## src/rtl/i2c_sensor_target.sv

```systemverilog
// I2C target emulating one sensor: acks its 7-bit address, returns a captured
// 16-bit word MSB-first on reads, and accepts up to two data bytes on writes.
module i2c_sensor_target #(
  parameter logic [6:0] ADDR = 7'b1001000
) (
  input  logic        clk,
  input  logic        rst,
  input  logic        scl_in,
  input  logic        sda_in,
  output logic        sda_oe,
  input  logic [15:0] data_in,
  output logic        rd_latch,
  output logic [15:0] wr_data,
  output logic        wr_valid,
  output logic        busy
);

  typedef enum logic [2:0] {
    StIdle, StAddr, StAddrAck, StTx, StMack, StRx, StRxAck, StWaitStop
  } state_e;

  logic r_scl_meta, r_scl_sync, r_scl_prev;
  logic r_sda_meta, r_sda_sync, r_sda_prev;

  state_e      r_state, w_state_d;
  logic [3:0]  r_bit_cnt, w_bit_cnt_d;
  logic [7:0]  r_shift, w_shift_d;
  logic        r_rw, w_rw_d;
  logic [15:0] r_tx_word, w_tx_word_d;
  logic        r_byte_idx, w_byte_idx_d;
  logic [1:0]  r_rx_cnt, w_rx_cnt_d;
  logic [7:0]  r_byte0, w_byte0_d;
  logic        r_sda_oe, w_sda_oe_d;
  logic        r_rd_latch, w_rd_latch_d;
  logic [15:0] r_wr_data, w_wr_data_d;
  logic        r_wr_valid, w_wr_valid_d;
  logic        r_busy, w_busy_d;

  logic       w_scl_rise, w_scl_fall, w_start, w_stop, w_match;
  logic [7:0] w_tx_byte;

  // Conditions need SCL high on both the current and previous sample
  assign w_scl_rise = r_scl_sync & ~r_scl_prev;
  assign w_scl_fall = ~r_scl_sync & r_scl_prev;
  assign w_start    = r_scl_sync & r_scl_prev & r_sda_prev & ~r_sda_sync;
  assign w_stop     = r_scl_sync & r_scl_prev & ~r_sda_prev & r_sda_sync;
  assign w_match    = (r_shift[7:1] == ADDR) && (r_shift[7:1] != 7'd0);
  assign w_tx_byte  = r_byte_idx ? r_tx_word[7:0] : r_tx_word[15:8];

  always_ff @(posedge clk or posedge rst) begin
    if (rst) begin
      r_scl_meta <= 1'b1;
      r_scl_sync <= 1'b1;
      r_scl_prev <= 1'b1;
      r_sda_meta <= 1'b1;
      r_sda_sync <= 1'b1;
      r_sda_prev <= 1'b1;
      r_state    <= StIdle;
      r_bit_cnt  <= 4'd0;
      r_shift    <= 8'd0;
      r_rw       <= 1'b0;
      r_tx_word  <= 16'd0;
      r_byte_idx <= 1'b0;
      r_rx_cnt   <= 2'd0;
      r_byte0    <= 8'd0;
      r_sda_oe   <= 1'b0;
      r_rd_latch <= 1'b0;
      r_wr_data  <= 16'd0;
      r_wr_valid <= 1'b0;
      r_busy     <= 1'b0;
    end else begin
      r_scl_meta <= scl_in;
      r_scl_sync <= r_scl_meta;
      r_scl_prev <= r_scl_sync;
      r_sda_meta <= sda_in;
      r_sda_sync <= r_sda_meta;
      r_sda_prev <= r_sda_sync;
      r_state    <= w_state_d;
      r_bit_cnt  <= w_bit_cnt_d;
      r_shift    <= w_shift_d;
      r_rw       <= w_rw_d;
      r_tx_word  <= w_tx_word_d;
      r_byte_idx <= w_byte_idx_d;
      r_rx_cnt   <= w_rx_cnt_d;
      r_byte0    <= w_byte0_d;
      r_sda_oe   <= w_sda_oe_d;
      r_rd_latch <= w_rd_latch_d;
      r_wr_data  <= w_wr_data_d;
      r_wr_valid <= w_wr_valid_d;
      r_busy     <= w_busy_d;
    end
  end

  always_comb begin
    w_state_d    = r_state;
    w_bit_cnt_d  = r_bit_cnt;
    w_shift_d    = r_shift;
    w_rw_d       = r_rw;
    w_tx_word_d  = r_tx_word;
    w_byte_idx_d = r_byte_idx;
    w_rx_cnt_d   = r_rx_cnt;
    w_byte0_d    = r_byte0;
    w_sda_oe_d   = r_sda_oe;
    w_rd_latch_d = 1'b0;
    w_wr_data_d  = r_wr_data;
    w_wr_valid_d = 1'b0;
    w_busy_d     = r_busy;

    if (w_start) begin
      w_state_d   = StAddr;
      w_bit_cnt_d = 4'd0;
      w_rx_cnt_d  = 2'd0;
      w_sda_oe_d  = 1'b0;
      w_busy_d    = 1'b0;
    end else if (w_stop) begin
      w_state_d  = StIdle;
      w_sda_oe_d = 1'b0;
      w_busy_d   = 1'b0;
    end else begin
      unique case (r_state)
        StIdle, StWaitStop: begin
          w_sda_oe_d = 1'b0;
        end
        StAddr, StRx: begin
          if (w_scl_rise) begin
            w_shift_d   = {r_shift[6:0], r_sda_sync};
            w_bit_cnt_d = r_bit_cnt + 4'd1;
          end else if (w_scl_fall && r_bit_cnt == 4'd8) begin
            if (r_state == StAddr) begin
              if (w_match) begin
                w_state_d  = StAddrAck;
                w_sda_oe_d = 1'b1;
                w_busy_d   = 1'b1;
                w_rw_d     = r_shift[0];
                if (r_shift[0]) begin
                  w_tx_word_d  = data_in;
                  w_rd_latch_d = 1'b1;
                end
              end else begin
                w_state_d = StWaitStop;
              end
            end else if (r_rx_cnt < 2'd2) begin
              w_state_d  = StRxAck;
              w_sda_oe_d = 1'b1;
            end else begin
              w_state_d = StWaitStop;
            end
          end
        end
        StAddrAck: begin
          if (w_scl_fall) begin
            w_bit_cnt_d = 4'd0;
            if (r_rw) begin
              w_state_d    = StTx;
              w_byte_idx_d = 1'b0;
              w_sda_oe_d   = ~r_tx_word[15];
            end else begin
              w_state_d  = StRx;
              w_sda_oe_d = 1'b0;
            end
          end
        end
        StTx: begin
          if (w_scl_rise) begin
            w_bit_cnt_d = r_bit_cnt + 4'd1;
          end else if (w_scl_fall) begin
            if (r_bit_cnt == 4'd8) begin
              w_state_d  = StMack;
              w_sda_oe_d = 1'b0;
            end else begin
              w_sda_oe_d = ~w_tx_byte[3'd7 - r_bit_cnt[2:0]];
            end
          end
        end
        StMack: begin
          // byte_idx flips on the ACK so the falling edge already sees the next byte
          if (w_scl_rise) begin
            if (r_sda_sync) begin
              w_state_d  = StWaitStop;
              w_sda_oe_d = 1'b0;
            end else begin
              w_byte_idx_d = ~r_byte_idx;
            end
          end else if (w_scl_fall) begin
            w_state_d   = StTx;
            w_bit_cnt_d = 4'd0;
            w_sda_oe_d  = ~w_tx_byte[7];
          end
        end
        StRxAck: begin
          if (w_scl_fall) begin
            w_state_d   = StRx;
            w_sda_oe_d  = 1'b0;
            w_bit_cnt_d = 4'd0;
            w_rx_cnt_d  = r_rx_cnt + 2'd1;
            if (r_rx_cnt == 2'd0) begin
              w_byte0_d = r_shift;
            end else begin
              w_wr_data_d  = {r_byte0, r_shift};
              w_wr_valid_d = 1'b1;
            end
          end
        end
        default: w_state_d = StIdle;
      endcase
    end
  end

  assign sda_oe   = r_sda_oe;
  assign rd_latch = r_rd_latch;
  assign wr_data  = r_wr_data;
  assign wr_valid = r_wr_valid;
  assign busy     = r_busy;

endmodule

```

## config.mk

```make
export PLATFORM = sky130hd
export DESIGN_NAME = i2c_sensor_target
export DESIGN_NICKNAME = d
export VERILOG_FILES = /design/src/rtl/i2c_sensor_target.sv
export SDC_FILE = /design/constraint.sdc
export NUM_CORES = 1
export LEC_CHECK = 0
export ABC_AREA = 1
export CORE_ASPECT_RATIO = 1.5
export CORE_MARGIN = 3
export CORE_UTILIZATION = 45
export CTS_CLUSTER_DIAMETER = 50
export CTS_CLUSTER_SIZE = 30
export DETAILED_ROUTE_END_ITERATION = 12
export PLACE_DENSITY_LB_ADDON = 0.15
export SYNTH_ARGS = -nofsm -noshare
export SYNTH_HDL_FRONTEND = slang
export SYNTH_SLANG_ARGS = --single-unit
```

## constraint.sdc

```tcl
create_clock -name clk -period 3.66 [get_ports clk]
set_input_delay 0.732 -clock clk [delete_from_list [all_inputs] [get_ports clk]]
set_output_delay 0.732 -clock clk [all_outputs]
set_load 0.01 [all_outputs]
```

==> After elaboration in Yosys (flattened, before gate mapping) <==
Cells that the tools add are included.
{ "word_totals": {"reg_bits": 69, "input_bits": 20, "out_inout_bits": 20, "word_cells": 171} }
{ "classes": {"n_addsub": 3, "magnitude_cmp": 2, "eq_ne": 28, "n_mux": 71, "n_bitwise": 19, "n_reduce_logical": 29} }
{ "ops": {"columns": ["operator", "n"], "rows": [
  ["3-bit two-way mux", 15],
  ["1-bit two-way mux", 41],
  ["4-bit inequality test (second input constant)", 7],
  ["4-bit two-way mux", 5],
  ["5-bit inequality test (second input constant)", 4],
  ["10-bit AND reduction", 2],
  ["3-bit one-hot mux with 5 select lines", 1],
  ["5-bit AND reduction", 3],
  ["7-bit AND reduction", 2],
  ["7-bit nonzero test", 2],
  ["3-bit == test (second input constant)", 4],
  ["1-bit NOT", 12],
  ["4-bit one-hot mux with 3 select lines", 1],
  ["3-bit nonzero test", 4],
  ["2-bit inequality test (second input constant)", 5],
  ["2-bit two-way mux", 4],
  ["8-bit two-way mux", 1],
  ["4-bit AND reduction", 2],
  ["8-bit AND reduction", 1],
  ["1-bit bitwise AND", 7],
  ["7-bit == test (second input constant)", 1],
  ["3-bit by 2-bit == test with 1-bit output (second input constant)", 2],
  ["3-bit by 1-bit inequality test with 1-bit output (second input constant)", 2],
  ["1-bit one-hot mux with 6 select lines", 1],
  ["18 further kinds", 23]
]} }

==> Depth between registers and ports, before layout <==
Gate-level depths: netlist of the first run.
{ "logic_depth": {"depth_word": 10, "ltp_mapped": 12, "depth_no_buf": 11} }

==> Worst setup path after synthesis of the first run <==
No wires, ideal clock.
{ "synth_path": {"path_kind": "register -> register", "startpoint": "register r_scl_sync", "endpoint": "register r_bit_cnt[0]", "setup_time_ns": 0.117, "arrival_ns": 1.641, "required_time_ns": 3.543, "setup_slack_ns": 1.902, "stages_incl_launch_ff": 11, "path_buffers": 0, "period_less_slack_ns": 1.758, "path_cell_list": "dfstp_2 ha_1 nand2_1 nor2_4 nor2_1 inv_1 o21ai_1 a21oi_2 nand2_2 nand2_1 nand2_1"} }
{ "synth_via": {"elab_chain_len": 7, "word_cells_on_any_way": 18, "cone_classes": "3 x eq/ne; 5 x mux; 8 x bitwise; 2 x reduce/logical"} }
{ "synth_rtl": {"columns": ["element", "line_no", "text"], "rows": [
  ["start: declaration", "22", "logic r_scl_meta, r_scl_sync, r_scl_prev;"],
  ["start signal: assignment", "73", "r_scl_sync <= r_scl_meta;"],
  ["1-bit NOT", "44", "assign w_scl_fall = ~r_scl_sync & r_scl_prev;"],
  ["1-bit bitwise AND", "44", null],
  ["4-bit two-way mux (2 in series)", null, null],
  ["4-bit one-hot mux with 3 select lines", null, null],
  ["4-bit two-way mux", null, null],
  ["4-bit two-way mux", "109", "if (w_start) begin"],
  ["end signal: assignment", "79", "r_bit_cnt <= w_bit_cnt_d;"],
  ["end: declaration", "26", "logic [3:0] r_bit_cnt, w_bit_cnt_d;"]
]} }
Several ways; a longest one is shown, not always the timed one. The select of a mux whose other input is x is not followed.
A chain may end at the register's enable or synchronous reset.

==> Worst setup path in the final report of the first run <==
{ "layout_path": {"startpoint": "register r_wr_data[3] (netlist: wr_data[3])", "endpoint": "output wr_data[3]"} }
{ "layout_rtl": {"columns": ["element", "line_no", "text"], "rows": [
  ["start: declaration", "35", "logic [15:0] r_wr_data, w_wr_data_d;"],
  ["start signal: assignment", "88", "r_wr_data <= w_wr_data_d;"],
  ["end: declaration", "13", "output logic [15:0] wr_data,"]
]} }
No word-level cell between the ends.

==> flow_metrics.env, run 1 <==
export IMPL_synth_cell_area_mm2=0.00333
export IMPL_clockRootBuffer="clkbuf_8"
export IMPL_area_delta_synth_final_pct=19.1
export IMPL_cp_slowest_cell="clkdlybuf4s50_1"
export IMPL_yosys_top_cells_count="nand2_1 (158), dfrtp_1 (63), inv_1 (40)"
export IMPL_setup_viol=0
export IMPL_p_per_area_mw_per_mm2=579
export IMPL_hold_class="reg2reg"
export IMPL_syn_nets=434
export IMPL_layout_min_cycle_time_ps=1980
export IMPL_synth_edf_count=0
export IMPL_peakVddDrop_v=0.000268
export IMPL_ctsHoldBuffers=0
export IMPL_cts_made_buffers=9
export IMPL_fillerInstances=693
export IMPL_path_cells="clkdlybuf4s50_1"
export IMPL_route_met3_wl_um=248
export IMPL_cts_resized=0
export IMPL_antenna_found_initial=0
export IMPL_worst_slew_pin_slew_ps=643
export IMPL_p_sw_mw=0.892
export IMPL_clk_path_buf_depth=2
export IMPL_gp_congestion=0.909
export IMPL_pwr_share_seq_pct=42.2
export IMPL_synth_seq_cells=69
export IMPL_clkSinkCount=69
export IMPL_cp_data_arrival_time_ps=1250
export IMPL_synth_top_cell_by_area="dfrtp_1"
export IMPL_ios=40
export IMPL_yosys_cell_types_count=32
export IMPL_fin_tns_setup_ps=0
export IMPL_cts_tree="yes"
export IMPL_h_tree_depth=3
export IMPL_ys_flop_type="dfrtp_1"
export IMPL_rows=37
export IMPL_portBuffers=39
export IMPL_muxShareOfSynthArea_pct=0
export IMPL_critPathCaptureType="output port"
export IMPL_grt_overflow_total=0
export IMPL_whs_ps=361
export IMPL_combPwrFrac_pct=33.5
export IMPL_coreArea_mm2=0.00704
export IMPL_crit_path_max_incr_delay_ps=540
export IMPL_skew_ps=9.85
export IMPL_synth_top_family_by_area="simple AND/OR/NAND/NOR gates"
export IMPL_clk_pin_slew_ps=80
export IMPL_track_usage_pct=18.0
export IMPL_finalWorstSetupSlack_ps=1680
export IMPL_multi_input_area_mm2=0.00137
export IMPL_critPathKind="reg2out"
export IMPL_met1Wirelength_um=2750
export IMPL_antenna_left=0
export IMPL_p_sw_share_pct=38.8
export IMPL_synth_top_cell_area_share_pct=47.3
export IMPL_postCtsSetupRepairBufs=0
export IMPL_syn_inst=408
export IMPL_layout_nets=477
export IMPL_maxCapViolCount=0
export IMPL_synth_top_cells_by_area="dfrtp_1 (47%), nand2_1 (18%), dfstp_2 (4.7%), inv_1 (4.5%), nand3_1 (4.1%)"
export IMPL_dieHeight_um=111
export IMPL_grt_pass1_wl_um=12200
export IMPL_total_power_mw=2.30
export IMPL_synth_most_common_cell="nand2_1"
export IMPL_period_share_pct=54.2
export IMPL_diodes=0
export IMPL_synth_simple_area_share_pct=29.9
export IMPL_clkPwrFrac_pct=24.3
export IMPL_vias=2726
export IMPL_synth_compound_area_share_pct=8.93
export IMPL_synthXorXnorAreaFrac_pct=0
export IMPL_route_met2_wl_um=3860
export IMPL_critPathLaunchType="register"
export IMPL_synthArstFlopShare_pct=100
export IMPL_drcViolationCount=0
export IMPL_first_pass_iters=4
export IMPL_cp_data_required_time_ps=2930
export IMPL_status="completed"
export IMPL_wirelength_um=7070
export IMPL_p_int_mw=1.41
export IMPL_drt_wirelength_per_cell_um=12.8
export IMPL_cp_top_family="buffers and inverters"
export IMPL_slew_headroom_pct=57.1
export IMPL_synth_adder_area_share_pct=2.25
export IMPL_dpl_hpwl_um=5400
export IMPL_die_w_um=76.3
export IMPL_register_area_mm2=0.00173
export IMPL_top_layer="met4"
export IMPL_rsz0062_at_grt="no"
export IMPL_drive_gt1_share_pct=11.2
export IMPL_max_freq_mhz=504
export IMPL_grt_pass1_vias=2666
export IMPL_cp_num_buf_inv=1
export IMPL_initialDrtViolationCount=179
export IMPL_p_leak_nw=1.93
export IMPL_initial_utilization_pct=47.4
export IMPL_dp_slack_ps=1660
export IMPL_yosys_warnings=0
export IMPL_worstSkewPairLatency_ps=350
export IMPL_final_max_slew_viol_count=0
export IMPL_grt_max_degree=33
export IMPL_viasPerCell=4.93
export IMPL_yosysSeqAreaShare_pct=52.0
export IMPL_cp_max_fo=2
export IMPL_avgSynthCellArea_um2=8.17
export IMPL_die_area_mm2=0.00850
export IMPL_hold_viol=0
[state kept, by name (all words and copies together) (netlist names)]
signal      cells
r_tx_word      16
wr_data        16
rd_latch        1
r_shift         8
r_scl_meta      1
r_bit_cnt       4
r_state         3
r_byte_idx      1
sda_oe          1
busy            1
r_byte0         8
r_scl_sync      1
r_sda_sync      1
r_rx_cnt        2
r_sda_meta      1
r_sda_prev      1
wr_valid        1
r_rw            1
r_scl_prev      1
[layout by cell type, fill, tap and decap left out, types with 3 or more instances in the layout]
cell and instances:
clkinv_4 3, dfrtp_1 63, inv_2 3, ha_1 6
dfstp_2 6, o21ai_2 6, inv_1 39, nor2_2 3
nand3_2 3, nor2_4 3, nand2_2 5, nor2_1 20
nand3_1 27, a21oi_1 8, nand2_1 158, clkbuf_8 10
o21ai_1 8, o21ai_0 25, clkdlybuf4s50_1 39
[final timing paths]
check                           startpoint      endpoint  slack, ps  cells after the start
worst max-delay path            wr_data[3]    wr_data[3]       1680                      1
worst min-delay path            r_sda_meta    r_sda_sync        360                      0
worst max register to register  r_scl_sync  r_bit_cnt[2]       1680                     10
worst min register to register  r_sda_meta    r_sda_sync        360                      0
max in group asynchronous              rst    r_sda_sync       2100                      3
min in group asynchronous              rst    wr_data[3]        780                      2
[cell type report]
cell class,count,area share (%)
Inverter,43,4.13
Multi-Input combinational cell,287,34.5
Sequential cell,69,43.7
Clock buffer,11,3.56
Clock inverter,5,0.914
Timing Repair Buffer,41,10.2
Tap cell,97,3.06
[power by group through the flow]
stage          clock, mW  combinational, mW  sequential (mW)
3_3_place_gp           0              0.758            0.981
6_report           0.559              0.770            0.971
3_5_place_dp           0              0.772            0.983
5_1_grt            0.604              0.891            0.992
2_1_floorplan          0              0.599            0.943
4_1_cts            0.574              0.772            0.970
[kinds of logic (layout without fill, tap and decap cells)]
logic type,Yosys count,count (layout)
AOI/OAI and AO/OA,52,52
buffers and inverters,52,100
adders and majority gates,6,6
DFF,69,69
and+or+nand+nor,229,229
[worst reg2reg max path, stage by stage (launching register included)]
cell	delay [ps]
dfstp_2	560
ha_1	250
nand2_1	140
nor2_4	220
nor2_1	90
inv_1	80
o21ai_1	70
a21oi_2	220
nand2_2	110
nand2_1	80
nand2_1	50
[metrics by stage]
step           utilization [%]  area (um^2)  cells
2_1_floorplan                -         3330    408
5_1_grt                   56.4         3970    553
6_report                  56.4         3970    553
3_3_place_gp              53.9         3790    537
4_1_cts                   56.4         3970    553
3_5_place_dp              53.9         3790    537
[routing by layer]
metal	GRT usage, %	up-vias
met5	0	-
met4	10.6	0
met3	2.51	18
met2	33.6	65
met1	19.0	1267
li1	-	1376
Power figures use the tool's default switching activity.
==> run 2, diff against run 1 <==
==> constraint.sdc (replaced) <==
create_clock -name clk -period 2 [get_ports clk]
set_input_delay 0.4 -clock clk [delete_from_list [all_inputs] [get_ports clk]]
set_output_delay 0.4 -clock clk [all_outputs]
set_load 0.01 [all_outputs]
==> flow_metrics.env, run 2 (same netlist as run 1, synthesis figures left out) <==
export IMPL_dpl_hpwl_um=5270
export IMPL_cts_tree="yes"
export IMPL_antenna_left=0
export IMPL_first_pass_iters=5
export IMPL_rows=37
export IMPL_maxCapViolCount=0
export IMPL_track_usage_pct=18.0
export IMPL_hold_viol=0
export IMPL_dpl_instance_area_mm2=0.00388
export IMPL_die_w_um=76.3
export IMPL_gp_congestion=0.877
export IMPL_drive_gt1_share_pct=13.9
export IMPL_grt_pass1_vias=2674
export IMPL_max_freq_mhz=540
export IMPL_stdcell_area_mm2=0.00416
export IMPL_worst_slew_pin_slew_ps=482
export IMPL_viasPerCell=4.82
export IMPL_coreArea_mm2=0.00704
export IMPL_dieHeight_um=111
export IMPL_antenna_found_initial=0
export IMPL_layout_common_cells="nand2_1 (157), dfrtp_1 (63), inv_1 (39), clkdlybuf4s50_1 (39), nand3_1 (27)"
export IMPL_period_share_pct=92.6
export IMPL_drt_wirelength_per_cell_um=12.4
export IMPL_worstSkewPairLatency_ps=350
export IMPL_initialDrtViolationCount=135
export IMPL_ctsHoldBuffers=0
export IMPL_ios=40
export IMPL_cp_data_required_time_ps=2240
export IMPL_slew_headroom_pct=67.8
export IMPL_diodes=0
export IMPL_portBuffers=39
export IMPL_skew_ps=8.16
export IMPL_die_area_mm2=0.00850
export IMPL_grt_pass1_wl_um=12200
export IMPL_wirelength_um=6980
export IMPL_vias=2715
export IMPL_critPathKind="reg2reg"
export IMPL_dpl_cell_count=543
export IMPL_grt_overflow_total=0
export IMPL_status="completed"
export IMPL_final_common_cell="nand2_1"
export IMPL_p_per_area_mw_per_mm2=1100
export IMPL_clkSinkCount=69
export IMPL_critPathLaunchType="register"
export IMPL_cp_max_fo=24
export IMPL_cp_data_arrival_time_ps=2090
export IMPL_area_delta_synth_final_pct=24.8
export IMPL_clk_path_buf_depth=2
export IMPL_hold_class="reg2reg"
export IMPL_total_power_mw=4.57
export IMPL_setup_viol=0
export IMPL_drcViolationCount=0
export IMPL_final_max_slew_viol_count=0
export IMPL_layout_min_cycle_time_ps=1850
export IMPL_grt_max_degree=27
export IMPL_layout_nets=487
export IMPL_cts_made_buffers=9
export IMPL_p_leak_nw=2.02
export IMPL_clockRootBuffer="clkbuf_8"
export IMPL_finalNonFillerCells=563
export IMPL_h_tree_depth=3
export IMPL_clk_pin_slew_ps=70
export IMPL_peakVddDrop_v=0.000517
export IMPL_initial_utilization_pct=47.4
export IMPL_critPathCaptureType="register"
==> run 2: worst paths after layout <==
kind | start | end | slack, ps | cells after the start
max | r_scl_prev | wr_data[5] | 150 | 8
max in group asynchronous | rst | r_sda_meta | 1040 | 3
min reg2reg | r_sda_meta | r_sda_sync | 360 | 0
min in group asynchronous | rst | wr_data[1] | 420 | 2
max reg2reg | r_scl_prev | wr_data[5] | 150 | 8
min | r_sda_meta | r_sda_sync | 360 | 0
==> run 2: timing repair <==
item / 4_1_cts / 5_1_grt
endpoints found under the setup margin: 2 / 19
cloned: 0 / 0
gates resized for setup: 1 / 4
setup buffers: 3 / 1
pin swaps: 1 / 2
==> run 2: per-stage QoR <==
step | hold slack, ps | setup TNS, ps | utilization (%) | worst slack [ps]
2_1_floorplan | 345 | 0 | - | 242
3_3_place_gp | 355 | 0 | 55.1 | 109
3_5_place_dp | 353 | 0 | 55.1 | 36.6
4_1_cts | 361 | 0 | 58.8 | 29.6
5_1_grt | 361 | -13.5 | 59.2 | -13.5
6_report | 356 | 0 | 59.2 | 148
==> run 2: where the power goes <==
| part | internal (mW) | leakage, nW | switching (mW) | total [mW] |
|---|---|---|---|---|
| sequential | 1.59 | 0.844 | 0.181 | 1.77 |
| clock | 0.772 | 0.116 | 0.533 | 1.31 |
| combinational | 0.556 | 1.06 | 0.937 | 1.49 |
==> run 2: critical path: stages (launching register included) <==
cell and delay (ps):
dfstp_2 580, ha_1 250, inv_1 110, nor2_2 210
nand2_2 130, nor2_8 190, inv_6 110, nand2_1 100
o21ai_2 50
==> run 2: routing by layer <==
| layer | routed length (um) | track usage [%] | up-vias |
|---|---|---|---|
| met5 | 0 | 0 | - |
| met3 | 213 | 3.56 | 21 |
| met4 | 265 | 10.4 | 0 |
| met2 | 3740 | 33.8 | 58 |
| met1 | 2760 | 18.1 | 1235 |
| li1 | - | - | 1401 |
==> run 2: final cells by class <==
cell class,count,area [um^2]
Inverter,43,170
Timing Repair Buffer,51,518
Tap cell,97,121
Clock inverter,5,81.3
Fill cell,660,2870
Multi-Input combinational cell,287,1390
Sequential cell,69,1730
Clock buffer,11,151
==> run 3, diff against run 2 <==
--- a/config.mk
+++ b/config.mk
@@ -12,6 +12,7 @@
 export CTS_CLUSTER_DIAMETER = 50
 export CTS_CLUSTER_SIZE = 30
 export DETAILED_ROUTE_END_ITERATION = 12
+export GPL_TIMING_DRIVEN = 0
 export PLACE_DENSITY_LB_ADDON = 0.15
 export SYNTH_ARGS = -nofsm -noshare
 export SYNTH_HDL_FRONTEND = slang
==> flow_metrics.env, run 3 (same netlist as run 1, synthesis figures left out) <==
export IMPL_grt_overflow_total=0
export IMPL_layout_min_cycle_time_ps=1860
export IMPL_path_cells="ha_1 -> inv_1 -> nor2_2 -> nand2_2 -> nor2_8 -> inv_4 -> buf_6 -> nand2_1 -> o21ai_2"
export IMPL_grtUsageMet2_pct=30.5
export IMPL_clk_path_buf_depth=2
export IMPL_cp_data_required_time_ps=2250
export IMPL_final_max_slew_viol_count=0
export IMPL_diodes=0
export IMPL_ios=40
export IMPL_antenna_found_initial=0
export IMPL_p_sw_mw=1.65
export IMPL_cp_num_buf_inv=3
export IMPL_cts_made_buffers=9
export IMPL_setup_viol=0
export IMPL_crit_path_max_incr_delay_ps=580
export IMPL_cts_tree="yes"
export IMPL_h_tree_depth=3
export IMPL_worstSkewPairLatency_ps=360
export IMPL_grt_pass1_vias=2630
export IMPL_die_area_mm2=0.00850
export IMPL_p_int_mw=2.78
export IMPL_period_share_pct=92.9
export IMPL_busiest_layer="met2"
export IMPL_clkSinkCount=69
export IMPL_cp_top_family="simple AND/OR/NAND/NOR gates"
export IMPL_drt_wirelength_per_cell_um=12.3
export IMPL_slew_headroom_pct=50.7
export IMPL_worst_slew_pin_slew_ps=738
export IMPL_drive_gt1_share_pct=14.2
export IMPL_critPathCaptureType="register"
export IMPL_antenna_left=0
export IMPL_dieHeight_um=111
export IMPL_coreArea_mm2=0.00704
export IMPL_drcViolationCount=0
export IMPL_portBuffers=39
export IMPL_viasPerCell=4.88
export IMPL_final_common_cell="nand2_1"
export IMPL_wirelength_um=6950
export IMPL_p_per_area_mw_per_mm2=1070
export IMPL_maxCapViolCount=0
export IMPL_rsz0062_at_grt="yes"
export IMPL_total_power_mw=4.42
export IMPL_clkPwrFrac_pct=26.8
export IMPL_ctsHoldBuffers=0
export IMPL_stdcell_area_mm2=0.00412
export IMPL_pwr_share_seq_pct=39.3
export IMPL_cp_max_fo=10
export IMPL_vias=2749
export IMPL_rows=37
export IMPL_skew_ps=5.99
export IMPL_grt_pass1_wl_um=12000
export IMPL_status="completed"
export IMPL_first_pass_iters=4
export IMPL_die_w_um=76.3
export IMPL_grt_use_met1_pct=19.9
export IMPL_dpl_instance_area_mm2=0.00387
export IMPL_gp_congestion=0.885
export IMPL_dpl_hpwl_um=5210
export IMPL_max_freq_mhz=538
export IMPL_ff2ff_setup_slack_ps=140
export IMPL_track_usage_pct=17.8
export IMPL_clk_pin_slew_ps=70
export IMPL_layout_nets=487
export IMPL_p_sw_share_pct=37.3
export IMPL_fin_tns_setup_ps=0
export IMPL_clockRootBuffer="clkbuf_8"
export IMPL_initial_utilization_pct=47.4
export IMPL_initialDrtViolationCount=122
export IMPL_peakVddDrop_v=0.000480
export IMPL_critPathKind="reg2reg"
export IMPL_final_core_util_pct=58.6
export IMPL_cp_slowest_cell="dfstp_2"
export IMPL_hold_viol=0
export IMPL_layout_common_cells="nand2_1 (157), dfrtp_1 (62), clkdlybuf4s50_1 (39), inv_1 (38), nand3_1 (27)"
export IMPL_p_leak_nw=1.99
export IMPL_hold_class="reg2reg"
export IMPL_combPwrFrac_pct=33.9
export IMPL_grt_max_degree=37
export IMPL_critPathLaunchType="register"
export IMPL_cp_data_arrival_time_ps=2110
export IMPL_area_delta_synth_final_pct=23.6
export IMPL_gr_usage_met3_pct=3.56
-- run 3: final cells by class --
class,count,area [um^2]
plain buffers,8,63.8
clock buffers,11,151
clock inverters,5,58.8
fillers,706,2910
inverters,43,168
multi-input cells,287,1390
flip-flops and latches,69,1740
well taps,97,121
repair buffers,43,433
-- run 3: final timing paths --
kind,from,end,cells after the start
max in group asynchronous,rst,r_state[0],3
min in group asynchronous,rst,r_shift[3],2
setup reg to reg,r_scl_prev,wr_data[3],9
hold / removal,r_sda_meta,r_sda_sync,0
hold reg to reg,r_sda_meta,r_sda_sync,0
setup / recovery,r_scl_prev,wr_data[3],9
-- run 3: metrics by stage --
step	setup WS (ps)	instances	hold WS (ps)
2_1_floorplan	242	408	345
3_3_place_gp	-35.4	544	347
3_5_place_dp	-55.1	545	350
4_1_cts	4.04	562	361
5_1_grt	-3.32	563	366
6_report	141	563	358
-- run 3: repair_timing --
action | 4_1_cts | 5_1_grt
setup buffers | 1 | 2
pin swaps | 1 | 2
setup endpoints to repair | 14 | 32
resized for setup | 2 | 5
cloned | 0 | 0
-- run 3: per-layer routing --
| layer | share of wire [%] | wire length, um |
|---|---|---|
| met1 | 41 | 2850 |
| met3 | 3.4 | 234 |
| met5 | 0 | 0 |
| met2 | 52 | 3610 |
| met4 | 3.7 | 259 |
-- run 3: power by group through the flow --
| stage | registers, mW | clock network (mW) | logic [mW] |
|---|---|---|---|
| after floorplan | 1.73 | 0 | 1.10 |
| after global placement | 1.74 | 0 | 1.47 |
| after detailed placement | 1.74 | 0 | 1.50 |
| after CTS | 1.72 | 1.22 | 1.51 |
| after global routing | 1.76 | 1.27 | 1.74 |
| final | 1.74 | 1.18 | 1.50 |
==> patch 1: new RTL, settings of run 3 <==
Remove the register `r_wr_valid`: a continuous assignment takes its place, so the output `wr_valid` follows one clock earlier.
--- a/src/rtl/i2c_sensor_target.sv
+++ b/src/rtl/i2c_sensor_target.sv
@@ -66,7 +66,6 @@
       r_sda_oe   <= 1'b0;
       r_rd_latch <= 1'b0;
       r_wr_data  <= 16'd0;
-      r_wr_valid <= 1'b0;
       r_busy     <= 1'b0;
     end else begin
       r_scl_meta <= scl_in;
@@ -86,10 +85,11 @@
       r_sda_oe   <= w_sda_oe_d;
       r_rd_latch <= w_rd_latch_d;
       r_wr_data  <= w_wr_data_d;
-      r_wr_valid <= w_wr_valid_d;
       r_busy     <= w_busy_d;
     end
   end
+
+  assign r_wr_valid = w_wr_valid_d;
 
   always_comb begin
     w_state_d    = r_state;
Function: same outputs for any inputs over 10 cycles, from zero or initial values and one cycle with rst high; that may be too few to reach the edited logic, so the function may still have changed.
==> patch 1 against run 3 <==
Critical path type is now reg2out; worst setup slack lost 0.16 ns; largest cell class unchanged; highest routed layer unchanged; sequential cell count decreased by 1; wire length rose by 2.1%; synthesized cell count is 2.2% lower; the run now ends with setup timing left; final area increased by 2.6%; area after synthesis down 0.11%; clock power is 16% lower; utilization up 1.5 points; total power decreased by 2.8%.
==> patch 1: results (changes against run 3) <==
CTS
  – Clk_lat worst skew: 0.36 ns (about the same)
  – Inserted Clock Buffers: 9 (unchanged)
  – Clock Path Buffers: 2 (unchanged)
  – CTS Hold Bufs: 0 (unchanged)
  – Number of H-tree levels: 3 (unchanged)
  – Clock-pin slew on the worst setup and hold paths: 0.07 ns (about the same)
  – Root Buffer: clkbuf_8 (unchanged)

Timing
  – Clock skew: 0.007136 ns (was 0.005988 ns)
  – Final Setup Violations: 1 (was 0)
  – Slew HR: 0.5701 (was 0.5073)
  – PnR worst setup slack: -0.01801 ns (was 0.1414 ns)

Route
  – 1st-iter DRT viols: 175 (was 122)
  – Vias per cell: 4.827 (was 4.883)
  – Drt pass-1 iters: 5 (was 4)
  – Routed WL: 7102 um (was 6953 um)

GRT
  – Number of global-route vias before repair: 2669 (was 2630)
  – Antenna violations before repair: 0 (unchanged)
  – Total GRT Usage: 0.1795 (was 0.1783)
  – First-pass GRT wire length: 12060 um (was 12030 um)
  – Aggregate global routing overflow: 0 (unchanged)
  – Pin count of the biggest net entering global routing: 41 (was 37)

Pwr
  – Seq pwr share: 0.403 (was 0.393)
  – Lkg Pwr: 2.009 nW (was 1.987 nW)
  – Worst VDD drop: 0.5295 mV (was 0.4803 mV)
  – Internal: 0.002632 W (was 0.002775 W)

Synth
  – Ys Warns: 0 (unchanged)
  – Post-synth top cells: 147 x nand2_1, 62 x dfrtp_1, 39 x inv_1 (was 158 x nand2_1, 63 x dfrtp_1, 40 x inv_1)
  – Synthesized net count: 425 (was 434)
  – Top cells by area, synth: dfrtp_1 47%, nand2_1 17%, dfstp_2 4.7% (was dfrtp_1 47%, nand2_1 18%, dfstp_2 4.7%)
  – Area fraction of the dominant cell type after synthesis: 0.4658 (was 0.4728)
  – Post-synthesis sequential area ratio: 0.5131 (was 0.5201)
  – Synth async-reset ratio: 1.000 (unchanged)
  – Yosys cell types: 31 (was 32)

Job
  – Max Cap Violations: 0 (unchanged)

Placed design
  – DP HPWL: 5077 um (was 5210 um)
  – IO buf count: 39 (unchanged)
  – Routability cong.: 0.8577 (was 0.8851)

Setup path
  – Critical path data arrival time: 1.62 ns (was 2.11 ns)
  – Reg2Reg Depth: 12 (was 9)
  – Slowest cell delay on critical path: a little under 0.6 ns
  – Family with the most delay on the worst path: flip-flops (was simple AND/OR/NAND/NOR gates)
  – CP max FO: 3 (was 10)
  – Slowest-stage cell, CP: dfstp_2 (unchanged)

Finish
  – Antenna Cells: 0 (unchanged)
  – Fin nets: 492 (was 487)
  – Fraction of layout instances using a drive strength above 1: 0.1890 (was 0.1416)

Outcome
  – Status: finished with violations (was complete, no violations)
  – Failing checks: setup timing

Min path
  – Worst min path class: reg2reg (unchanged)
  – Hold depth: 0 (unchanged)

Floorplanning
  – Core outline area: 0.007037 sq mm (unchanged)
## patch 1: changes by cell type after synthesis, sizes merged, moves of 2 or more
cell	run 3	this run
nand2	163	151
xor2	0	2
nor2	27	25
a21oi	9	6
nor3	3	1
o21ai	39	49
nand3	30	33
## patch 1: timing repair
item                                    CTS  global route
pin swaps                                 7            10
buffers inserted                          7             9
gates cloned                              0             0
endpoints found under the setup margin    2            21
resized for setup                        16             7
## patch 1: per-layer routing
| layer | global-route usage | wire length, um | share of wire |
|---|---|---|---|
| met1 | 0.1892 | 2795 | 0.39 |
| met2 | 0.3294 | 3783 | 0.53 |
| met3 | 0.03722 | 321 | 0.045 |
| met4 | 0.09794 | 203 | 0.029 |
| met5 | 0 | 0 | 0 |
## patch 1: worst reg2reg max path: cells and delay by family, from the launching register on
kind,cells,cell delay [ns]
simple gates,8,0.72
flops,1,0.59
buf+inv,2,0.22
fa+ha+maj,1,0.17
compound gates,1,0.10
## patch 1: cells by family after synthesis
| family | share of synthesized area |
|---|---|
| and+or+nand+nor | 0.2814 |
| DFF | 0.5131 |
| AOI/OAI and AO/OA | 0.1056 |
| buffers and inverters | 0.07212 |
| adders and majority gates | 0.02254 |
| xor gates and xnor gates | 0.005260 |
## patch 1: area by class of cell
cell class / count / area (sq um)
Buffer: 8 / 76.32
Clock buffer: 12 / 145.1
Clock inverter: 4 / 25.02
Fill cell: 666 / 2805
Inverter: 43 / 167.7
Multi-Input combinational cell: 280 / 1454
Sequential cell: 68 / 1710
Tap cell: 97 / 121.4
Timing Repair Buffer: 56 / 531.8
## patch 1: per-stage QoR
stage / area (sq um) / setup slack (ns) / utilization / TNS (ns) / cells
2_1_floorplan: 3334 / 0.3112 / - / 0 / 399
3_3_place_gp: 3846 / -0.3369 / 0.5466 / -0.3369 / 535
3_5_place_dp: 3866 / -0.3739 / 0.5494 / -0.3739 / 536
4_1_cts: 4143 / -0.06559 / 0.5887 / -0.06559 / 559
5_1_grt: 4232 / -0.07583 / 0.6014 / -0.07834 / 568
6_report: 4232 / -0.01801 / 0.6014 / -0.01801 / 568
## patch 1: worst paths after layout
kind                            start          to  slack [ns]
max in group asynchronous         rst  r_sda_sync        0.87
setup reg to reg           r_scl_prev  r_state[2]        0.13
hold reg to reg            r_sda_meta  r_sda_sync        0.36
setup / recovery           r_scl_prev    wr_valid       -0.02
hold / removal             r_sda_meta  r_sda_sync        0.36
min in group asynchronous         rst  wr_data[2]        0.47
## patch 1: power by group through the flow
stage          Sequential, W  Combinational, W  Clock [W]
2_1_floorplan        0.00172           0.00111          0
3_3_place_gp         0.00174           0.00148          0
3_5_place_dp         0.00175           0.00151          0
4_1_cts              0.00172           0.00154    0.00102
5_1_grt              0.00176           0.00178    0.00108
6_report             0.00173           0.00158   0.000991
==> patch 2: new RTL, settings of run 3 <==
Without the edit above. Encoding of `state_e`: now Gray code (3 bits for 8 states).
--- a/src/rtl/i2c_sensor_target.sv
+++ b/src/rtl/i2c_sensor_target.sv
@@ -16,7 +16,7 @@
 );
 
   typedef enum logic [2:0] {
-    StIdle, StAddr, StAddrAck, StTx, StMack, StRx, StRxAck, StWaitStop
+    StIdle = 3'b000, StAddr = 3'b001, StAddrAck = 3'b011, StTx = 3'b010, StMack = 3'b110, StRx = 3'b111, StRxAck = 3'b101, StWaitStop = 3'b100
   } state_e;
 
   logic r_scl_meta, r_scl_sync, r_scl_prev;
Formal check against the unedited RTL: same outputs for any inputs over 10 cycles, from zero or initial values and one cycle with rst high; not proved beyond that.
==> patch 2 against run 3 <==
Worst setup slack got worse by 0.050 ns; wire length increased by 5.1%; die area decreased by 0.31%; total power increased by 5.2%; final area increased by 0.85%; final cell count increased by 0.36%; sequential power increased by 5%; sequential cell count unchanged; area after synthesis decreased by 0.34%; critical endpoint is now sda_oe; highest routed layer unchanged.
==> patch 2: results (changes against run 3) <==
Outcome
  – Status: complete, no violations (unchanged)

Synth
  – Synthesized net count: 435 (was 434)
  – Yosys cell types: 29 (was 32)
  – Post-synthesis cell count: 409 (was 408)
  – Synth Area in XOR/XNOR: 0.002636 (was 0)
  – Post-Synth Adder-Cell Area: 0.02259 (was 0.02251)
  – Complex-gate fraction of the synthesized area: 0.09149 (was 0.08931)
  – Post-synthesis sequential area ratio: 0.5218 (was 0.5201)
  – Top cells by area, synth: dfrtp_1 47%, nand2_1 18%, nand3_1 5.4% (was dfrtp_1 47%, nand2_1 18%, dfstp_2 4.7%)
  – Post-synth top cells: 157 x nand2_1, 63 x dfrtp_1, 39 x inv_1 (was 158 x nand2_1, 63 x dfrtp_1, 40 x inv_1)

Setup path
  – CP max FO: 4 (was 10)
  – Reg2Reg Setup Slack: 0.09 ns (was 0.14 ns)
  – Reg2Reg Depth: 12 (was 9)
  – Reg2Reg Capture Point: sda_oe (was wr_data[3])
  – Critical path data arrival time: 2.19 ns (was 2.11 ns)

Pwr
  – Worst VDD drop: 0.5206 mV (was 0.4803 mV)
  – Internal: 0.002879 W (was 0.002775 W)
  – Lkg Pwr: 2.033 nW (was 1.987 nW)
  – Seq group: 0.00183 W (was 0.00174 W)

Timing
  – Slew HR: 0.7346 (was 0.5073)
  – Clock skew: 0.004885 ns (was 0.005988 ns)
  – Hold WS: 0.3449 ns (was 0.3582 ns)

Finish
  – Clock-cell share: 0.04634 (was 0.05099)
  – Fillers: 675 (was 706)
  – NonClk Buf Share: 0.1270 (was 0.1205)
  – Post-layout util: 0.5909 (was 0.5859)
  – Multi-input gate area: 0.001409 sq mm (was 0.001391 sq mm)
  – Fin nets: 489 (was 487)
  – Fraction of layout instances using a drive strength above 1: 0.1538 (was 0.1416)
  – Repair and plain buffers: 54 (was 51)

Placed design
  – DP HPWL: 5637 um (was 5210 um)
  – Dpl cells: 547 (was 545)
  – Worst slack, placed: -0.02707 ns (was -0.05513 ns)
  – Routability cong.: 0.8601 (was 0.8851)
  – Dpl cell area: 0.003879 sq mm (was 0.003870 sq mm)

CTS
  – Post-CTS Setup Inserts: 0 (was 1)
  – Cts repair resizes: 3 (was 2)

Route
  – Met3 WL post-DR: 228 um (was 234 um)
  – Drt wl/cell: 12.93 um (was 12.35 um)
  – WL met1: 2953 um (was 2847 um)
  – 1st-iter DRT viols: 121 (was 122)
  – Routed WL: 7307 um (was 6953 um)
  – Total number of vias: 2746 (was 2749)

GRT
  – First-pass GRT wire length: 12080 um (was 12030 um)
  – Number of global-route vias before repair: 2540 (was 2630)
  – Pin count of the biggest net entering global routing: 33 (was 37)
==> patch 2: cell types whose count changed after synthesis, sizes merged, moves of 2 or more <==
cell / change
a21oi: -2
nor4: -2
nand2: -5
buf: +2
nand3: +9
==> patch 2: worst max path at each step <==
stage | end | slack, ns
final | sda_oe | 0.09
after global routing | sda_oe | -0.002
after CTS | r_state[0] | 0.005
after detailed placement | r_state[0] | -0.03
after global placement | r_state[1] | -0.008
after floorplan | r_state[1] | 0.29
==> patch 2: worst max-delay path, stage by stage, from the launching register on <==
cell and delay, ns:
dfstp_2 0.58, ha_4 0.17, nand2_1 0.09, nor2_4 0.17, buf_6 0.13, nor2_1 0.08, nand3_1 0.08, nand2_1 0.07
nor2_2 0.16, nand2_2 0.09, nor2_2 0.10, nand2_1 0.06, nand2_1 0.06
==> patch 2: layer usage <==
layer,up-vias,track usage
li1,1406,-
met1,1267,0.1977
met2,58,0.3377
met3,15,0.02276
met4,0,0.09553
met5,-,0
